<file path="config.mk">
export PLATFORM = sky130hd
export DESIGN_NAME = wb_port_arbiter
export DESIGN_NICKNAME = d
export VERILOG_FILES = /design/src/rtl/wb_port_arbiter.sv
export SDC_FILE = /design/constraint.sdc
export NUM_CORES = 1
export LEC_CHECK = 0
export ABC_CLOCK_PERIOD_IN_PS = 3100
export CAP_MARGIN = 20
export CORE_MARGIN = 2
export CORE_UTILIZATION = 40
export CTS_BUF_LIST = sky130_fd_sc_hd__clkbuf_16
export DETAILED_ROUTE_END_ITERATION = 10
export PLACE_DENSITY = 0.7
export SYNTH_ARGS = -nofsm -noshare
export SYNTH_HDL_FRONTEND = slang
export SYNTH_SLANG_ARGS = --single-unit
export TNS_END_PERCENT = 20
</file>
<file path="constraint.sdc">
create_clock -name clk -period 3.1 [get_ports clk]
set_clock_uncertainty 0.2 [all_clocks]
set_input_delay 0.775 -clock clk [delete_from_list [all_inputs] [get_ports clk]]
set_output_delay 0.775 -clock clk [all_outputs]
set_load 0.02 [all_outputs]
</file>
<file path="src/rtl/wb_port_arbiter.sv">
// wb_port_arbiter
//
// Shares the single register-file write port between two writeback sources
// (source 0: ALU result, source 1: load data). Each source feeds a one-entry
// holding register through a valid/ready handshake. One held entry is granted
// per cycle. Entries with different addresses are granted round-robin. When
// both entries target the same register, the older entry is granted first so
// that writes reach that register in program order.
//
// Ports
//   clk, reset         rising-edge clock, synchronous active-high reset
//   flush              drops held entries, in-flight writes and this cycle's requests
//   req0_* / req1_*    valid/addr/data in, ready out, one set per source
//   mux_select         writeback mux select (0 = source 0, 1 = source 1)
//   wr_en/addr/data    registered register-file write port
module wb_port_arbiter #(
  parameter int DATA_W = 32,
  parameter int ADDR_W = 4
) (
  input  logic              clk,
  input  logic              reset,
  input  logic              flush,

  input  logic              req0_valid,
  input  logic [ADDR_W-1:0] req0_addr,
  input  logic [DATA_W-1:0] req0_data,
  output logic              req0_ready,

  input  logic              req1_valid,
  input  logic [ADDR_W-1:0] req1_addr,
  input  logic [DATA_W-1:0] req1_data,
  output logic              req1_ready,

  output logic              mux_select,
  output logic              wr_en,
  output logic [ADDR_W-1:0] wr_addr,
  output logic [DATA_W-1:0] wr_data
);

  // Holding entries
  logic              full0, full1;
  logic [ADDR_W-1:0] addr0, addr1;
  logic [DATA_W-1:0] data0, data1;

  // Index of the older entry when both are full; index of the last grant
  logic              older;
  logic              rr_last;

  logic              grant0, grant1, grant_any;
  logic              accept0, accept1;

  // Grant is decided from registered state only, so ready never depends
  // on valid in the same cycle.
  always_comb begin
    grant0 = 1'b0;
    grant1 = 1'b0;
    if (full0 && full1) begin
      if (addr0 == addr1) begin
        if (older) grant1 = 1'b1;
        else       grant0 = 1'b1;
      end else begin
        if (rr_last) grant0 = 1'b1;
        else         grant1 = 1'b1;
      end
    end else if (full0) begin
      grant0 = 1'b1;
    end else if (full1) begin
      grant1 = 1'b1;
    end
  end

  assign grant_any  = grant0 | grant1;

  // A draining entry can be refilled on the same edge.
  assign req0_ready = !full0 || grant0;
  assign req1_ready = !full1 || grant1;

  assign accept0    = req0_valid && req0_ready;
  assign accept1    = req1_valid && req1_ready;

  // Holding entries and age tracking
  always_ff @(posedge clk) begin
    if (reset) begin
      full0 <= 1'b0;
      full1 <= 1'b0;
      addr0 <= '0;
      addr1 <= '0;
      data0 <= '0;
      data1 <= '0;
      older <= 1'b0;
    end else if (flush) begin
      full0 <= 1'b0;
      full1 <= 1'b0;
    end else begin
      if (accept0) begin
        full0 <= 1'b1;
        addr0 <= req0_addr;
        data0 <= req0_data;
      end else if (grant0) begin
        full0 <= 1'b0;
      end

      if (accept1) begin
        full1 <= 1'b1;
        addr1 <= req1_addr;
        data1 <= req1_data;
      end else if (grant1) begin
        full1 <= 1'b0;
      end

      // A newly captured entry is younger than a partner that stays held.
      // Simultaneous captures make entry 0 the older one.
      if (accept0 && accept1) begin
        older <= 1'b0;
      end else if (accept0 && full1 && !grant1) begin
        older <= 1'b1;
      end else if (accept1 && full0 && !grant0) begin
        older <= 1'b0;
      end
    end
  end

  // Registered write port and round-robin pointer
  always_ff @(posedge clk) begin
    if (reset) begin
      wr_en      <= 1'b0;
      wr_addr    <= '0;
      wr_data    <= '0;
      mux_select <= 1'b0;
      rr_last    <= 1'b1;
    end else if (flush) begin
      wr_en <= 1'b0;
    end else begin
      wr_en <= grant_any;
      if (grant_any) begin
        wr_addr    <= grant1 ? addr1 : addr0;
        wr_data    <= grant1 ? data1 : data0;
        mux_select <= grant1;
        rr_last    <= grant1;
      end
    end
  end

endmodule

</file>
# Word-level counts from Yosys, hierarchy flattened
# Index checks and enable logic that the tools add are counted.
# op_classes
eq_ne	1
mux	20
bitwise_logic	2
reduce_logical	22
# ops
cell	n
32-bit 2-to-1 mux	1
1-bit 2-to-1 mux	18
1-bit logical AND	8
2-bit AND reduction	4
4-bit equality test	1
1-bit zero test	4
4-bit 2-to-1 mux	1
2-bit nonzero test	2
3-bit nonzero test	1
1-bit logical OR	2
2-bit OR reduction	1
1-bit NOT	1
1-bit bitwise OR	1
# totals
regBits	114
inputBits	77
out_inout_bits	40
word_cells	57

# Logic depth before layout (Yosys ltp)
# Gate-level depths: netlist (run 1).
# depth
depth_word	10
depth_mapped	8
mapped_depth_nobuf	5

# Least setup slack after synthesis (run 1)
# Ideal clock, no wire load.
# synth_timing
path_kind	flip-flop to output port
from	register addr1[1]
to	output port req0_ready
t_arrival_ps	1570
required_time_ps	2125
slack_ps	555
stages_incl_launch_ff	5
path_buffers	0
path_cell_list	dfxtp_1 -> xor2_1 -> nor4_1 -> mux2_2 -> or2_2
# synth_between
elab_chain_len	4
# synth_rtl
element	line_no	text
start: declaration	42	logic [ADDR_W-1:0] addr0, addr1;
start signal: assignment	105	addr1 <= req1_addr;
4-bit equality test	58	if (addr0 == addr1) begin
1-bit 2-to-1 mux	58	
1-bit 2-to-1 mux	57	if (full0 && full1) begin
1-bit logical OR	75	assign req0_ready = !full0 || grant0;
end: declaration	27	output logic req0_ready,
# Every way passes these cells.

# Worst setup path in the final report (run 1)
# Same ends and word-level chain as after synthesis.

==> metrics.txt, run 1 <==
CP arrival=just over 2 ns; switching fraction of total power=about 23%; Setup Total Neg Slack=0 ns; first-pass GRT wire length=between 15000 and 20000 um; kind of path behind the tightest hold check=reg -> reg; CTS sink cnt=about 110; final worst setup slack=between 0.09 and 0.1 ns; height of the die=about 120 um; Slowest Stage Delay on Critical Path=0.34 ns; pins over their slew limit=0; critical path required time=approximately 2.1 ns; core utilization of the finished layout=between 50% and 60%; largest net degree at the start of global routing=83; ratio of total power to cell area=565 nW/um^2; Placed Instance Area=6440 um^2; Final Cycle Share=a little over nine tenths; total gr overflow=0; TritonCTS clock tree=done; clock group share of total power=47.6%; die extent in x=roughly 120 um; part of the total power dissipated in combinational logic=12.3%; area of the mapped netlist=between 5000 and 6000 um^2; distinct cell type count after synthesis=25; PnR Total Power=about 4.0 mW; number of buffers on the longest clock path=2; Non-Filler Instances=806; Leakage=approximately 2.5 nW; Int Pwr=roughly 3.1 mW; number of nets produced by synthesis=592; VDD IR max=~0.32 mV; antenna violations before repair=0; final non-filler cell area=about 7000 um^2; worst-margin pin slew=between 0.4 and 0.5 ns; synthesis warning total=0; I/O pin count=roughly 120; flip-flop and latch count after synthesis=approximately 110; last weighted congestion value of the routability-driven placer=approximately 0.8; standard cell core area=12600 um^2; average routed wire per standard cell=~14 um; top achievable clock speed=around 330 MHz; number of diodes=0; WL final=roughly 11000 um; crit path capture type=output pin; vias after detailed routing=~3800; Setup-failing EPs final=0; via count normalized by instance count=~4.7; ordered cell list for the critical path=xor2_2 > nor4_4 > mux2_4 > or2_2 > buf_4; Detailed Route Iter0 Violations=around 170; gate family responsible for the most delay along the worst path=simple AND/OR/NAND/NOR gates; FP Rows=41; starting density of the core=40.8%; fraction of final layout cells with drive strength greater than 1=7.73%; combined buffer and inverter count along the critical path=1; synthesized netlist cell count=515; insertion delay of the later-clocked pin in the worst-skew pair=roughly 0.40 ns; CTS H-Tree Depth=4; post-CTS setup-driven buffer insertion count=0; Yosys top cell area share=between 40% and 50%; number of clock buffers inserted by TritonCTS=17; die outline area=approximately 14000 um^2; final number of hold-violating endpoints=0; Residual DRC=0; Critical Path Source Type=flop; Fin Hold WS=roughly 0.25 ns; Port Buffer Count=~120; crit-path max FO=3; number of enable-type register cells in the synthesized netlist=0; HPWL after DPL=just over 7000 um; predominant post-synthesis flop cell=sky130_fd_sc_hd__dfxtp_1; Period minus WS final=between 3 and 4 ns; share of async-settable or async-resettable flops after synthesis=0%; Worst slew margin=around three quarters; total of fill cells in the finished design=between 1000 and 1500; Net Sw Power=about 0.92 mW; Avg Synthesized Cell Area=9.95 um^2; status=finished clean; post-CTS clock slew at the launch and capture registers of the worst setup and hold paths=0.05 ns; cell taking the most area after synthesis=sky130_fd_sc_hd__dfxtp_1; Pre-antenna DRT Iters=4; pre-CTS worst setup slack=-0.0317 ns; setup repair after global routing missed its margin=false; vias in the first global route=~3800; slowest cell on the critical path=sky130_fd_sc_hd__mux2_4; number of placed instances with taps included=775; net total in the final layout=699; sequential cell area fraction in the yosys report=between 40% and 50%; global router's overall resource usage=approximately 17%; critical path class=reg -> out; sequential cell fraction of total power=40.1%; antenna violation net count after detailed routing=0; largest cells by area after synthesis=sky130_fd_sc_hd__dfxtp_1 45%, sky130_fd_sc_hd__mux2i_1 21%, sky130_fd_sc_hd__nand2b_1 17%; root buffer cell=sky130_fd_sc_hd__clkbuf_16; Area growth syn-to-layout=37.3%; count of maximum capacitance violations=0
==> layout by cell type, fill, tap and decap left out <==
| cell type | n |
|---|---|
| sky130_fd_sc_hd__nand2b_1 | 143 |
| sky130_fd_sc_hd__dfxtp_1 | 113 |
| sky130_fd_sc_hd__clkdlybuf4s50_1 | 113 |
| sky130_fd_sc_hd__mux2i_1 | 108 |
| sky130_fd_sc_hd__nor2_1 | 41 |
| sky130_fd_sc_hd__a211oi_1 | 36 |
| sky130_fd_sc_hd__clkbuf_16 | 17 |
| sky130_fd_sc_hd__buf_4 | 11 |
| sky130_fd_sc_hd__clkinv_1 | 6 |
| sky130_fd_sc_hd__inv_1 | 4 |
| sky130_fd_sc_hd__xor2_1 | 3 |
| sky130_fd_sc_hd__nand2_1 | 3 |
| sky130_fd_sc_hd__a21oi_1 | 3 |
| sky130_fd_sc_hd__bufinv_16 | 3 |
| sky130_fd_sc_hd__buf_12 | 3 |
| sky130_fd_sc_hd__nand3_1 | 2 |
| sky130_fd_sc_hd__or2_2 | 2 |
| sky130_fd_sc_hd__a311oi_4 | 2 |
| sky130_fd_sc_hd__or2b_1 | 2 |
| sky130_fd_sc_hd__a21boi_0 | 2 |
| sky130_fd_sc_hd__clkinvlp_4 | 2 |
| sky130_fd_sc_hd__clkinv_2 | 2 |
| sky130_fd_sc_hd__xor2_2 | 1 |
| sky130_fd_sc_hd__nor4_4 | 1 |
| sky130_fd_sc_hd__mux2_4 | 1 |
| sky130_fd_sc_hd__o21a_2 | 1 |
| sky130_fd_sc_hd__nor2_4 | 1 |
| sky130_fd_sc_hd__and2_1 | 1 |
| sky130_fd_sc_hd__o41a_1 | 1 |
| sky130_fd_sc_hd__nand4_1 | 1 |
| sky130_fd_sc_hd__a31oi_1 | 1 |
| sky130_fd_sc_hd__o21ai_0 | 1 |
| sky130_fd_sc_hd__dfxtp_2 | 1 |
| sky130_fd_sc_hd__clkinv_4 | 1 |
| sky130_fd_sc_hd__clkdlybuf4s15_1 | 1 |
==> cell usage after synthesis (2+ instances only) <==
| cell | n |
|---|---|
| sky130_fd_sc_hd__a21boi_0 | 2 |
| sky130_fd_sc_hd__or2b_1 | 2 |
| sky130_fd_sc_hd__nand2b_1 | 143 |
| sky130_fd_sc_hd__a21oi_1 | 3 |
| sky130_fd_sc_hd__nand3_1 | 2 |
| sky130_fd_sc_hd__dfxtp_1 | 114 |
| sky130_fd_sc_hd__xor2_1 | 4 |
| sky130_fd_sc_hd__mux2i_1 | 108 |
| sky130_fd_sc_hd__nor2_1 | 42 |
| sky130_fd_sc_hd__inv_1 | 4 |
| sky130_fd_sc_hd__clkbuf_1 | 28 |
| sky130_fd_sc_hd__a311oi_1 | 2 |
| sky130_fd_sc_hd__or2_2 | 2 |
| sky130_fd_sc_hd__buf_12 | 3 |
| sky130_fd_sc_hd__buf_4 | 9 |
| sky130_fd_sc_hd__nand2_1 | 3 |
| sky130_fd_sc_hd__a211oi_1 | 36 |
==> kinds of logic after synthesis <==
logic type                Yosys count  synth area share [%]
and+or+nand+nor                   197                  21.9
AOI/OAI and AO/OA                  47                  6.79
buffers and inverters              44                  4.83
xor gates and xnor gates            4                 0.684
muxes                             109                  21.3
DFF                               114                  44.5
==> routing by layer <==
metal	up-vias	track usage, %	wire length, um
met5	-	0	0
met4	0	5.96	127
met3	10	5.41	569
met2	89	27.6	5310
met1	1760	21.3	5180
li1	1955	-	-
==> layout make-up <==
class | instances | area (um^2) | area share, %
Clock buffer | 17 | 425 | 6.05
Timing Repair Buffer | 128 | 1280 | 18.2
Sequential cell | 114 | 2280 | 32.5
Tap cell | 172 | 215 | 3.06
Clock inverter | 14 | 146 | 2.08
Inverter | 4 | 15.0 | 0.213
Multi-Input combinational cell | 357 | 2670 | 37.9
==> worst paths after layout <==
kind	depth (start not counted)	startpoint	endpoint	slack (ns)
worst max-delay path	5	addr1[1]	req0_ready	0.1
worst min register to register	2	mux_select	mux_select	0.25
worst min-delay path	2	mux_select	mux_select	0.25
worst max register to register	7	addr1[1]	data1[1]	0.59
==> timing repair <==
action / 4_1_cts / 5_1_grt
setup endpoints to repair: 2 / 2
pin swaps: 1 / 1
hold buffers: 0 / 0
resized for setup: 8 / 4
==> registers in the layout (all words and copies together), names as in the netlist, 4 cells and up <==
signal and flops:
wr_data 32, data1 32, data0 32, addr0 4, addr1 4, wr_addr 4
==> power by group through the flow <==
stage	logic (mW)	registers, mW	clock network (mW)
after floorplan	0.245	1.64	0
after global placement	0.478	1.62	0
after detailed placement	0.486	1.62	0
after CTS	0.492	1.59	1.92
after global routing	0.532	1.60	2.00
final	0.490	1.59	1.89
==> worst min-delay path: cells and delay by family (launching register included) <==
family             cells  cell delay (ns)
and+or+nand+nor        1             0.05
DFF                    1             0.30
AOI/OAI and AO/OA      1             0.05
(Power assumes the default switching activity.)
==> run 2, diff against run 1 <==
--- a/config.mk
+++ b/config.mk
@@ -5,13 +5,14 @@
 export SDC_FILE = /design/constraint.sdc
 export NUM_CORES = 1
 export LEC_CHECK = 0
-export ABC_CLOCK_PERIOD_IN_PS = 3100
+export ABC_CLOCK_PERIOD_IN_PS = 3600
 export CAP_MARGIN = 20
 export CORE_MARGIN = 2
 export CORE_UTILIZATION = 40
 export CTS_BUF_LIST = sky130_fd_sc_hd__clkbuf_16
 export DETAILED_ROUTE_END_ITERATION = 10
 export PLACE_DENSITY = 0.7
+export SLEW_MARGIN = 20
 export SYNTH_ARGS = -nofsm -noshare
 export SYNTH_HDL_FRONTEND = slang
 export SYNTH_SLANG_ARGS = --single-unit
==> constraint.sdc (replaced) <==
create_clock -name clk -period 3.6 [get_ports clk]
set_clock_uncertainty 0.2 [all_clocks]
set_input_delay 0.72 -clock clk [delete_from_list [all_inputs] [get_ports clk]]
set_output_delay 0.72 -clock clk [all_outputs]
set_load 0.02 [all_outputs]
==> metrics.txt, run 2 (synthesized netlist as in run 1, its figures left out) <==
status=finished clean; ratio of total power to cell area=around 470 nW/um^2; Worst R2R Setup Slack=between 1 and 1.5 ns; PnR Total Power=3.30 mW; kind of path behind the tightest hold check=reg -> reg; Setup crit start=addr1[1]; Routed met3 length=between 400 and 500 um; antenna violations before repair=0; vias in the first global route=~3800; post-CTS clock slew at the launch and capture registers of the worst setup and hold paths=about 0.05 ns; total gr overflow=0; leading cell type in the layout, fill and taps excluded=sky130_fd_sc_hd__nand2b_1; critical path required time=between 2 and 3 ns; worst-margin pin slew=0.615 ns; multi-input combinational cell area=roughly 2600 um^2; Final Cycle Share=between 90% and 100%; Critical Path Source Type=flop; net total in the final layout=696; setup repair after global routing missed its margin=false; Pre-antenna DRT Iters=4; insertion delay of the later-clocked pin in the worst-skew pair=0.40 ns; first-pass GRT wire length=between 15000 and 20000 um; global router's overall resource usage=between 15 and 20%; Placed Instance Area=6410 um^2; Worst slew margin=between 50% and 60%; most frequent cells in the layout=143 x sky130_fd_sc_hd__nand2b_1, 115 x sky130_fd_sc_hd__clkdlybuf4s50_1, 114 x sky130_fd_sc_hd__dfxtp_1, 108 x sky130_fd_sc_hd__mux2i_1, 41 x sky130_fd_sc_hd__nor2_1; CTS H-Tree Depth=4; HP Start=data1[22]; biggest regs=data0 x32, data1 x32, wr_data x32; Area growth syn-to-layout=35.6%; largest net degree at the start of global routing=approximately 80; VDD IR max=0.212 mV; Detailed Route Iter0 Violations=147; final non-filler cell area=6950 um^2; critical path class=reg -> out; worst r2r path cells=6; number of placed instances with taps included=between 700 and 800; Met1 Routed Length=~5200 um; area occupied by registers=about 2300 um^2; number of clock buffers inserted by TritonCTS=17; top layer reached by signal wires=met4; die outline area=13700 um^2; final worst setup slack=between 0.1 and 0.15 ns; count of maximum capacitance violations=0; starting density of the core=approximately 41%; top achievable clock speed=290 MHz; total of fill cells in the finished design=around 1100; I/O pin count=~120; FP Rows=41; height of the die=roughly 120 um; Hold Crit Depth=2; fraction of final layout cells with drive strength greater than 1=6.52%; WL final=11100 um; last weighted congestion value of the routability-driven placer=roughly 0.8; antenna violation net count after detailed routing=0; pre-CTS worst setup slack=0.496 ns; via count normalized by instance count=4.75; Non-Filler Instances=about 800; Worst Hold Path EP=data1[22]; final number of hold-violating endpoints=0; standard cell core area=between 10000 and 15000 um^2; crit-path max FO=6; Period minus WS final=approximately 3.5 ns; HPWL after DPL=just over 7000 um; Setup-failing EPs final=0; crit path capture type=output pin; CTS sink cnt=between 100 and 150; CP arrival=around 2.5 ns; number of diodes=0; vias after detailed routing=3808; Setup Total Neg Slack=0 ns; TritonCTS clock tree=done; capture instance of the worst register-to-register path=data1[23]; die extent in x=about 120 um; root buffer cell=sky130_fd_sc_hd__clkbuf_16; number of buffers on the longest clock path=2; Critical R2R Launch=addr1[1]; average routed wire per standard cell=around 14 um; Residual DRC=0; Port Buffer Count=116; pins over their slew limit=0; Leakage=2.47 nW; detailed route wirelength on metal2=about 5400 um
## run 2: cell count changes in the layout (fill, tap and decap cells not counted), sizes merged
cell and delta:
buf -4, clkdlybuf4s50 +2, clkinvlp -2, inv +2
bufinv -1, clkdlybuf4s15 -1, clkinv -1
## run 2: report_power, final
| part | leakage (nW) | internal (mW) | switching, mW | total, mW |
|---|---|---|---|---|
| Sequential | 0.932 | 1.33 | 0.0395 | 1.37 |
| Combinational | 1.27 | 0.230 | 0.185 | 0.415 |
| Clock | 0.270 | 0.982 | 0.532 | 1.51 |
| Total | 2.47 | 2.55 | 0.756 | 3.30 |
## run 2: layout make-up
| cell class | count | share of cell area [%] |
|---|---|---|
| Multi-Input combinational cell | 357 | 38.1 |
| Sequential cell | 114 | 32.8 |
| Timing Repair Buffer | 125 | 18.2 |
| Clock buffer | 17 | 6.12 |
| Tap cell | 172 | 3.10 |
| Clock inverter | 12 | 1.48 |
| Inverter | 4 | 0.216 |
## run 2: critical path: stages, from the launching register on
cell                              delay [ns]
sky130_fd_sc_hd__dfxtp_1                0.33
sky130_fd_sc_hd__xor2_1                 0.18
sky130_fd_sc_hd__nor4_2                 0.35
sky130_fd_sc_hd__mux2_2                 0.44
sky130_fd_sc_hd__or2_2                  0.30
sky130_fd_sc_hd__clkdlybuf4s50_1        0.54
## run 2: worst max path at each step
stage            endpoint  slack, ns  depth (start not counted)
2_1_floorplan  req0_ready       1.11                          4
3_3_place_gp   req0_ready       0.48                          5
3_5_place_dp   req0_ready       0.50                          5
4_1_cts        req0_ready       0.05                          5
5_1_grt        req0_ready       0.02                          5
6_report       req0_ready       0.15                          5
## run 2: timing repair
item / CTS / global route
buffers inserted: 0 / 0
endpoints found under the setup margin: 0 / 1
resized for setup: 0 / 1
hold buffers: 0 / 0
## run 2: metrics by stage
stage                     hold WS [ns]  utilization, %
after floorplan                  0.246               -
after global placement           0.246            51.0
after detailed placement         0.260            51.0
after CTS                        0.273            55.2
after global routing             0.291            55.3
final                            0.269            55.3
## run 2: layer usage
metal	up-vias	global-route usage, %
li1	1944	-
met1	1778	21.5
met2	82	27.9
met3	4	4.58
met4	0	6.04
met5	-	0
